File: src/rtl/icache_nway.sv
// N-way set-associative instruction cache, 16-byte lines, one blocking L2 fill at a time.
// Defining ICACHE_FLUSH_EN adds the flush port and its invalidate logic.
module icache_nway #(
    parameter int WAYS = 2,
    parameter int SETS = 8
) (
    input  logic         clk,
    input  logic         rst,
    input  logic         mem_read,
    input  logic [15:0]  mem_address,
    output logic [15:0]  mem_rdata,
    output logic         mem_resp,
    output logic         l2_read,
    output logic [15:0]  l2_address,
    input  logic [127:0] l2_rdata,
    input  logic         l2_resp
`ifdef ICACHE_FLUSH_EN
    ,
    input  logic         flush
`endif
);
    // state | meaning
    // IDLE  | serve hits, launch a fill on a miss
    // FILL  | waiting on L2 for the latched line, CPU request ignored
    localparam int IW = $clog2(SETS);
    localparam int TW = 12 - IW;
    localparam int WW = $clog2(WAYS);
    localparam int PW = (WAYS == 4) ? 3 : 1;

    typedef enum logic {IDLE, FILL} state_t;
    state_t state, state_nxt;

    logic [SETS-1:0] valid    [WAYS];
    logic [TW-1:0]   tag_arr  [WAYS][SETS];
    logic [127:0]    data_arr [WAYS][SETS];
    logic [PW-1:0]   plru     [SETS];

    logic [11:0]   line_q;
    logic [WW-1:0] victim_q;

    logic [IW-1:0] idx, fill_idx;
    logic [TW-1:0] tag;
    logic [2:0]    word;
    logic          unused_bit;

    assign tag        = mem_address[15:4+IW];
    assign idx        = mem_address[4+IW-1:4];
    assign word       = mem_address[3:1];
    assign fill_idx   = line_q[IW-1:0];
    assign unused_bit = mem_address[0];

    logic          hit;
    logic [WW-1:0] hit_way;
    logic [127:0]  hit_line;

    always_comb begin
        hit      = 1'b0;
        hit_way  = '0;
        hit_line = '0;
        for (int w = 0; w < WAYS; w++) begin
            if (valid[w][idx] && tag_arr[w][idx] == tag) begin
                hit      = 1'b1;
                hit_way  = WW'(w);
                hit_line = data_arr[w][idx];
            end
        end
    end

    assign mem_rdata  = hit_line[{word, 4'b0000} +: 16];
    assign l2_address = {line_q, 4'b0000};

    // Replacement bits point at the least recently used side.
    logic [WW-1:0] plru_way, victim;
    logic [PW-1:0] plru_hit_nxt, plru_fill_nxt;

    generate
        if (WAYS == 4) begin : g_tree
            logic [2:0] cur, fcur;
            assign cur      = plru[idx];
            assign fcur     = plru[fill_idx];
            assign plru_way = cur[0] ? {1'b1, cur[2]} : {1'b0, cur[1]};

            always_comb begin
                plru_hit_nxt    = cur;
                plru_hit_nxt[0] = ~hit_way[1];
                if (hit_way[1]) plru_hit_nxt[2] = ~hit_way[0];
                else            plru_hit_nxt[1] = ~hit_way[0];
            end

            always_comb begin
                plru_fill_nxt    = fcur;
                plru_fill_nxt[0] = ~victim_q[1];
                if (victim_q[1]) plru_fill_nxt[2] = ~victim_q[0];
                else             plru_fill_nxt[1] = ~victim_q[0];
            end
        end else begin : g_bit
            assign plru_way      = plru[idx];
            assign plru_hit_nxt  = ~hit_way;
            assign plru_fill_nxt = ~victim_q;
        end
    endgenerate

    always_comb begin
        victim = plru_way;
        for (int w = WAYS - 1; w >= 0; w--) begin
            if (!valid[w][idx]) victim = WW'(w);
        end
    end

    logic do_hit, do_miss, do_fill, flush_now;

    always_comb begin
        state_nxt = state;
        do_hit    = 1'b0;
        do_miss   = 1'b0;
        do_fill   = 1'b0;
        mem_resp  = 1'b0;
        l2_read   = 1'b0;
        case (state)
            IDLE: begin
                if (mem_read) begin
                    if (hit) begin
                        mem_resp = 1'b1;
                        do_hit   = 1'b1;
                    end else begin
                        do_miss   = 1'b1;
                        state_nxt = FILL;
                    end
                end
            end
            FILL: begin
                l2_read = 1'b1;
                if (l2_resp) begin
                    do_fill   = 1'b1;
                    state_nxt = IDLE;
                end
            end
            default: state_nxt = IDLE;
        endcase
    end

`ifdef ICACHE_FLUSH_EN
    logic flush_pend;
    assign flush_now = (state == IDLE) && (flush || flush_pend);

    // A flush seen mid-fill is deferred until the fill has been written.
    always_ff @(posedge clk or posedge rst) begin
        if (rst) begin
            flush_pend <= 1'b0;
        end else if (state == FILL && flush) begin
            flush_pend <= 1'b1;
        end else if (flush_now) begin
            flush_pend <= 1'b0;
        end
    end
`else
    assign flush_now = 1'b0;
`endif

    always_ff @(posedge clk or posedge rst) begin
        if (rst) begin
            state    <= IDLE;
            line_q   <= '0;
            victim_q <= '0;
            for (int w = 0; w < WAYS; w++) valid[w] <= '0;
            for (int s = 0; s < SETS; s++) plru[s] <= '0;
        end else begin
            state <= state_nxt;
            if (do_miss) begin
                line_q   <= {tag, idx};
                victim_q <= victim;
            end
            if (do_fill) begin
                valid[victim_q][fill_idx] <= 1'b1;
                plru[fill_idx]            <= plru_fill_nxt;
            end
            if (do_hit) plru[idx] <= plru_hit_nxt;
            if (flush_now) begin
                for (int w = 0; w < WAYS; w++) valid[w] <= '0;
                for (int s = 0; s < SETS; s++) plru[s] <= '0;
            end
        end
    end

    // Tag and data carry no reset; valid bits alone decide a hit.
    always_ff @(posedge clk) begin
        if (do_fill) begin
            tag_arr[victim_q][fill_idx]  <= line_q[11:IW];
            data_arr[victim_q][fill_idx] <= l2_rdata;
        end
    end

endmodule

File: config.mk
export PLATFORM = sky130hd
export DESIGN_NAME = icache_nway
export DESIGN_NICKNAME = d
export VERILOG_FILES = /design/src/rtl/icache_nway.sv
export SDC_FILE = /design/constraint.sdc
export NUM_CORES = 2
export LEC_CHECK = 0
export CORE_MARGIN = 3
export CORE_UTILIZATION = 60
export CTS_CLUSTER_DIAMETER = 40
export DETAILED_ROUTE_END_ITERATION = 8
export PLACE_DENSITY = 0.77
export SYNTH_ARGS = -nofsm -noshare
export SYNTH_HDL_FRONTEND = slang
export SYNTH_SLANG_ARGS = --single-unit
File: constraint.sdc
create_clock -name clk -period 8.45 [get_ports clk]
set_clock_uncertainty 0.1 [all_clocks]
set_input_delay 0.845 -clock clk [delete_from_list [all_inputs] [get_ports clk]]
set_output_delay 0.845 -clock clk [all_outputs]
set_load 0.01 [all_outputs]
==> results.md <==
- From left edge to right edge, the die measures 382.8 um.
- The floorplan step defined a core boundary enclosing 0.1402 mm^2.
- The post-cts gate resize count is 0.
- Averaged over all synthesized cells, the footprint is 17.79 um^2.
- The worst hold slack after final layout is 0.3337 ns.
- Counting the fill cells in the layout gives 8531.
- Of the total power, combinational logic draws 0.069.
- Synthesis inferred 2230 register bits.
- In this run the clock root is driven by a clkbuf_16.
- The Yosys warning count is 0.
- After clock tree synthesis, the clock-pin slew on the worst setup and hold paths is 0.06 ns.
- The number of placed cells counting well taps is 6672.
- The register share of total power is 0.525.
- In the finished design, the share of the clock period the worst path needs comes to 0.8422.
- Buffers added to address setup during post-CTS repair amount to 0.
- The area share of the largest cell type after synthesis is 0.7726.
- The leakage power summed over all cells is 30.89 nW.
- The power per cell area is 250.9 mW/mm^2.
- Based on the critical path, the design can be clocked at up to 0.1405 GHz.
- The routed via count is 51740.
- Once layout is complete, the cells apart from fillers number 7101.
- Adding up every negative setup slack in the final design gives 0 ns.
- Internal power comes to 0.01865 W.
- The worst-skew pair later-pin latency is 0.85 ns.
- In the post-synthesis netlist, the biggest area contributors are edfxtp_1 (77%), mux2i_1 (2.6%), mux2_2 (2.0%).
- The worst setup path is launched from a primary input.
- The count of nets left with antenna violations once routing finished came out at 0.
- The min-delay analysis places its worst path in the category in -> async.
- The number of standard-cell rows in the floorplan is 137.
- The total DRC errors in the routed layout is 0.
- The number of buffers inserted by port buffering is 176.
- The number of global-route vias before repair is 51060.
- Synthesis produced 4789 cells.
- The total net switching power is 0.005602 W.
- The actual transition at the worst max-transition pin is 1.329 ns.
- The wire length of the first global-routing pass is 365.9 mm.
- The start-to-end type of the worst setup path is in -> out.
- Setup repair after global routing left no endpoint under its margin.
- Of the cells placed in the final design, the portion with a size suffix greater than 1 is 0.1537.
- In the final routed layout, each cell accounts on average for 36.43 um.
- The hold violation total from the final report is 0.
- Clock tree synthesis inserted a total of 228 buffers.
- The data arrival time of the critical path is 6.17 ns.
- After layout, the minimum clock period comes to 7.117 ns.
- From synthesis to final layout, the design area changed by 13.49%.
- The maximum number of pins on one net before global-route repair is 130.
- CTS built an H-tree with a depth of 4.
- Among all cell types in the netlist, the one instantiated most often is edfxtp_1.
- The most frequently used flop master after synthesis is edfxtp_1.
- The commonest cells after synthesis are edfxtp_1 (2192), o22ai_1 (263), a21oi_1 (226).
- The overall routed net length is 258.7 mm.
- The clock share of power is 0.405.
- The flow ran to the end, and the final reports show no timing, DRC or antenna violations.
- The sort of element at the end of the critical path is an output port.
- The cell area that synthesis handed to floorplanning was 0.08520 mm^2.
- The number of different library cells used by synthesis comes to 89.
- Max-cap violations in this run came to 0.
- Of all flip-flops after synthesis, the portion carrying an async set or reset was 0.01704.
- The overall routing resource usage is 0.3518.
- The total die area is 0.1466 mm^2.
- The largest vdd supply drop is 0.2035 mV.
- Summed over all nets, the half-perimeter wirelength after detailed placement is 135.7 mm.
- The synthesized design contains 2192 enable-type register cells.
- The initial core utilization is 0.6076.
- Setup slack closes at 1.333 ns.
- The maximum fanout encountered on the critical timing path is 60.
- The number of slew-limit violations in the final report is 0.
- The worst pin sits at a relative slew slack of 0.1139.
- The final RePlAce weighted congestion is 0.8442.
- edfxtp_1 takes more of the synthesized area than any other cell.
- The required time at the endpoint of the critical path is 7.51 ns.
- In this run the count of I/O pins placed on the die edge is 182.
- The number of clock sinks is 2230.
- Setup violations remaining at the end of the flow were counted as 0.
- Dividing the detail-routed via count by the number of cells gives 7.287.
- The switching power share of the total is 0.2310.
- The residual overflow from global routing is 0.
- The number of antenna violations at the first check in global routing is 30.
- The clock tree from TritonCTS is built.
- For this run, the register share of the synthesized area comes to 0.7838.
- The number of buffers between clock root and the deepest sink is 3.
- The number of nets in the layout is 5174.
- The setup slack after placement is 1.575 ns.
- The violation count after the first detailed-route iteration is 8895.
- The number of hold buffers added after cts is 0.
- The y dimension of the die is 382.8 um.
- The iteration count of the initial detailed-routing pass is 8.
layer usage:
metal	part of all wire	GRT usage	up-vias
met5	0.00035	0	-
met4	0.062	0.1909	14
met3	0.16	0.1064	928
met2	0.45	0.5265	4804
met1	0.33	0.4682	25780
li1	-	-	20220
registers in the layout (all words and copies together) (netlist names):
register	flops
data_arr	2048
tag_arr	144
plru	8
state	1
victim_q	1
line_q	12
valid	16
worst max-delay path, stage by stage:
cell and delay [ns]:
buf_8 0.49, buf_4 0.60, and3b_1 1.14, a221oi_2 0.13
xor2_1 0.24, nand4_1 0.12, o41a_2 0.83, buf_4 0.39
a211oi_1 0.62, clkdlybuf4s50_1 0.67
placed cells by master, fill, tap and decap left out, drive strengths merged, types with 34 or more instances in the layout:
master,count
inv,35
a22oi,69
nand2,158
a221oi,104
mux2i,219
mux2,171
a211oi,38
nand3,34
o21ai,173
clkdlybuf4s50,170
clkbuf,264
a22o,37
nor2,180
o22ai,263
dfrtp,38
clkinv,84
mux4,70
edfxtp,2192
o221ai,111
buf,165
a21oi,226
through the flow:
step                      power (W)    util  instance area (um^2)
after floorplan             0.01380       -                 85210
after global placement      0.01452  0.6369                 89300
after detailed placement    0.01458  0.6369                 89300
after CTS                   0.02421  0.6892                 96640
after global routing        0.02478  0.6895                 96670
final                       0.02426  0.6896                 96690
final timing paths:
| path | startpoint | end | slack [ns] | depth (start not counted) |
|---|---|---|---|---|
| setup / recovery | mem_address[5] | mem_rdata[5] | 1.33 | 10 |
| hold / removal | rst | line_q[0] | 0.33 | 3 |
| setup reg to reg | victim_q | data_arr[1][942] | 4.50 | 4 |
| hold reg to reg | valid[13] | valid[13] | 0.37 | 1 |
| max in group asynchronous | rst | victim_q | 7.54 | 3 |
| min in group clk | valid[13] | valid[13] | 0.37 | 1 |
kinds of logic after synthesis:
logic type             synth area share
AND/OR/NAND/NOR                 0.02833
flip-flops                       0.7838
multiplexers                    0.06684
other                        0.00004402
AO/OA/AOI/OAI                   0.09981
buffers and inverters           0.01999
XOR/XNOR                       0.001234
power groups by stage:
| stage | logic, W | registers [W] | clock network [W] |
|---|---|---|---|
| 3_3_place_gp | 0.00158 | 0.0129 | 0 |
| 5_1_grt | 0.00173 | 0.0128 | 0.0103 |
| 4_1_cts | 0.00163 | 0.0127 | 0.00985 |
| 3_5_place_dp | 0.00162 | 0.0130 | 0 |
| 2_1_floorplan | 0.000826 | 0.0130 | 0 |
| 6_report | 0.00168 | 0.0127 | 0.00984 |
layout make-up:
class	count	area, um^2	area share
Timing Repair Buffer	335	3174	0.03283
Multi-Input combinational cell	2221	16960	0.1754
Tap cell	1876	2347	0.02428
Clock inverter	145	1483	0.01533
Antenna cell	20	50.05	0.0005176
Sequential cell	2230	66770	0.6906
Inverter	10	43.79	0.0004529
Clock buffer	264	5861	0.06061
Power figures use the tool's default switching activity.
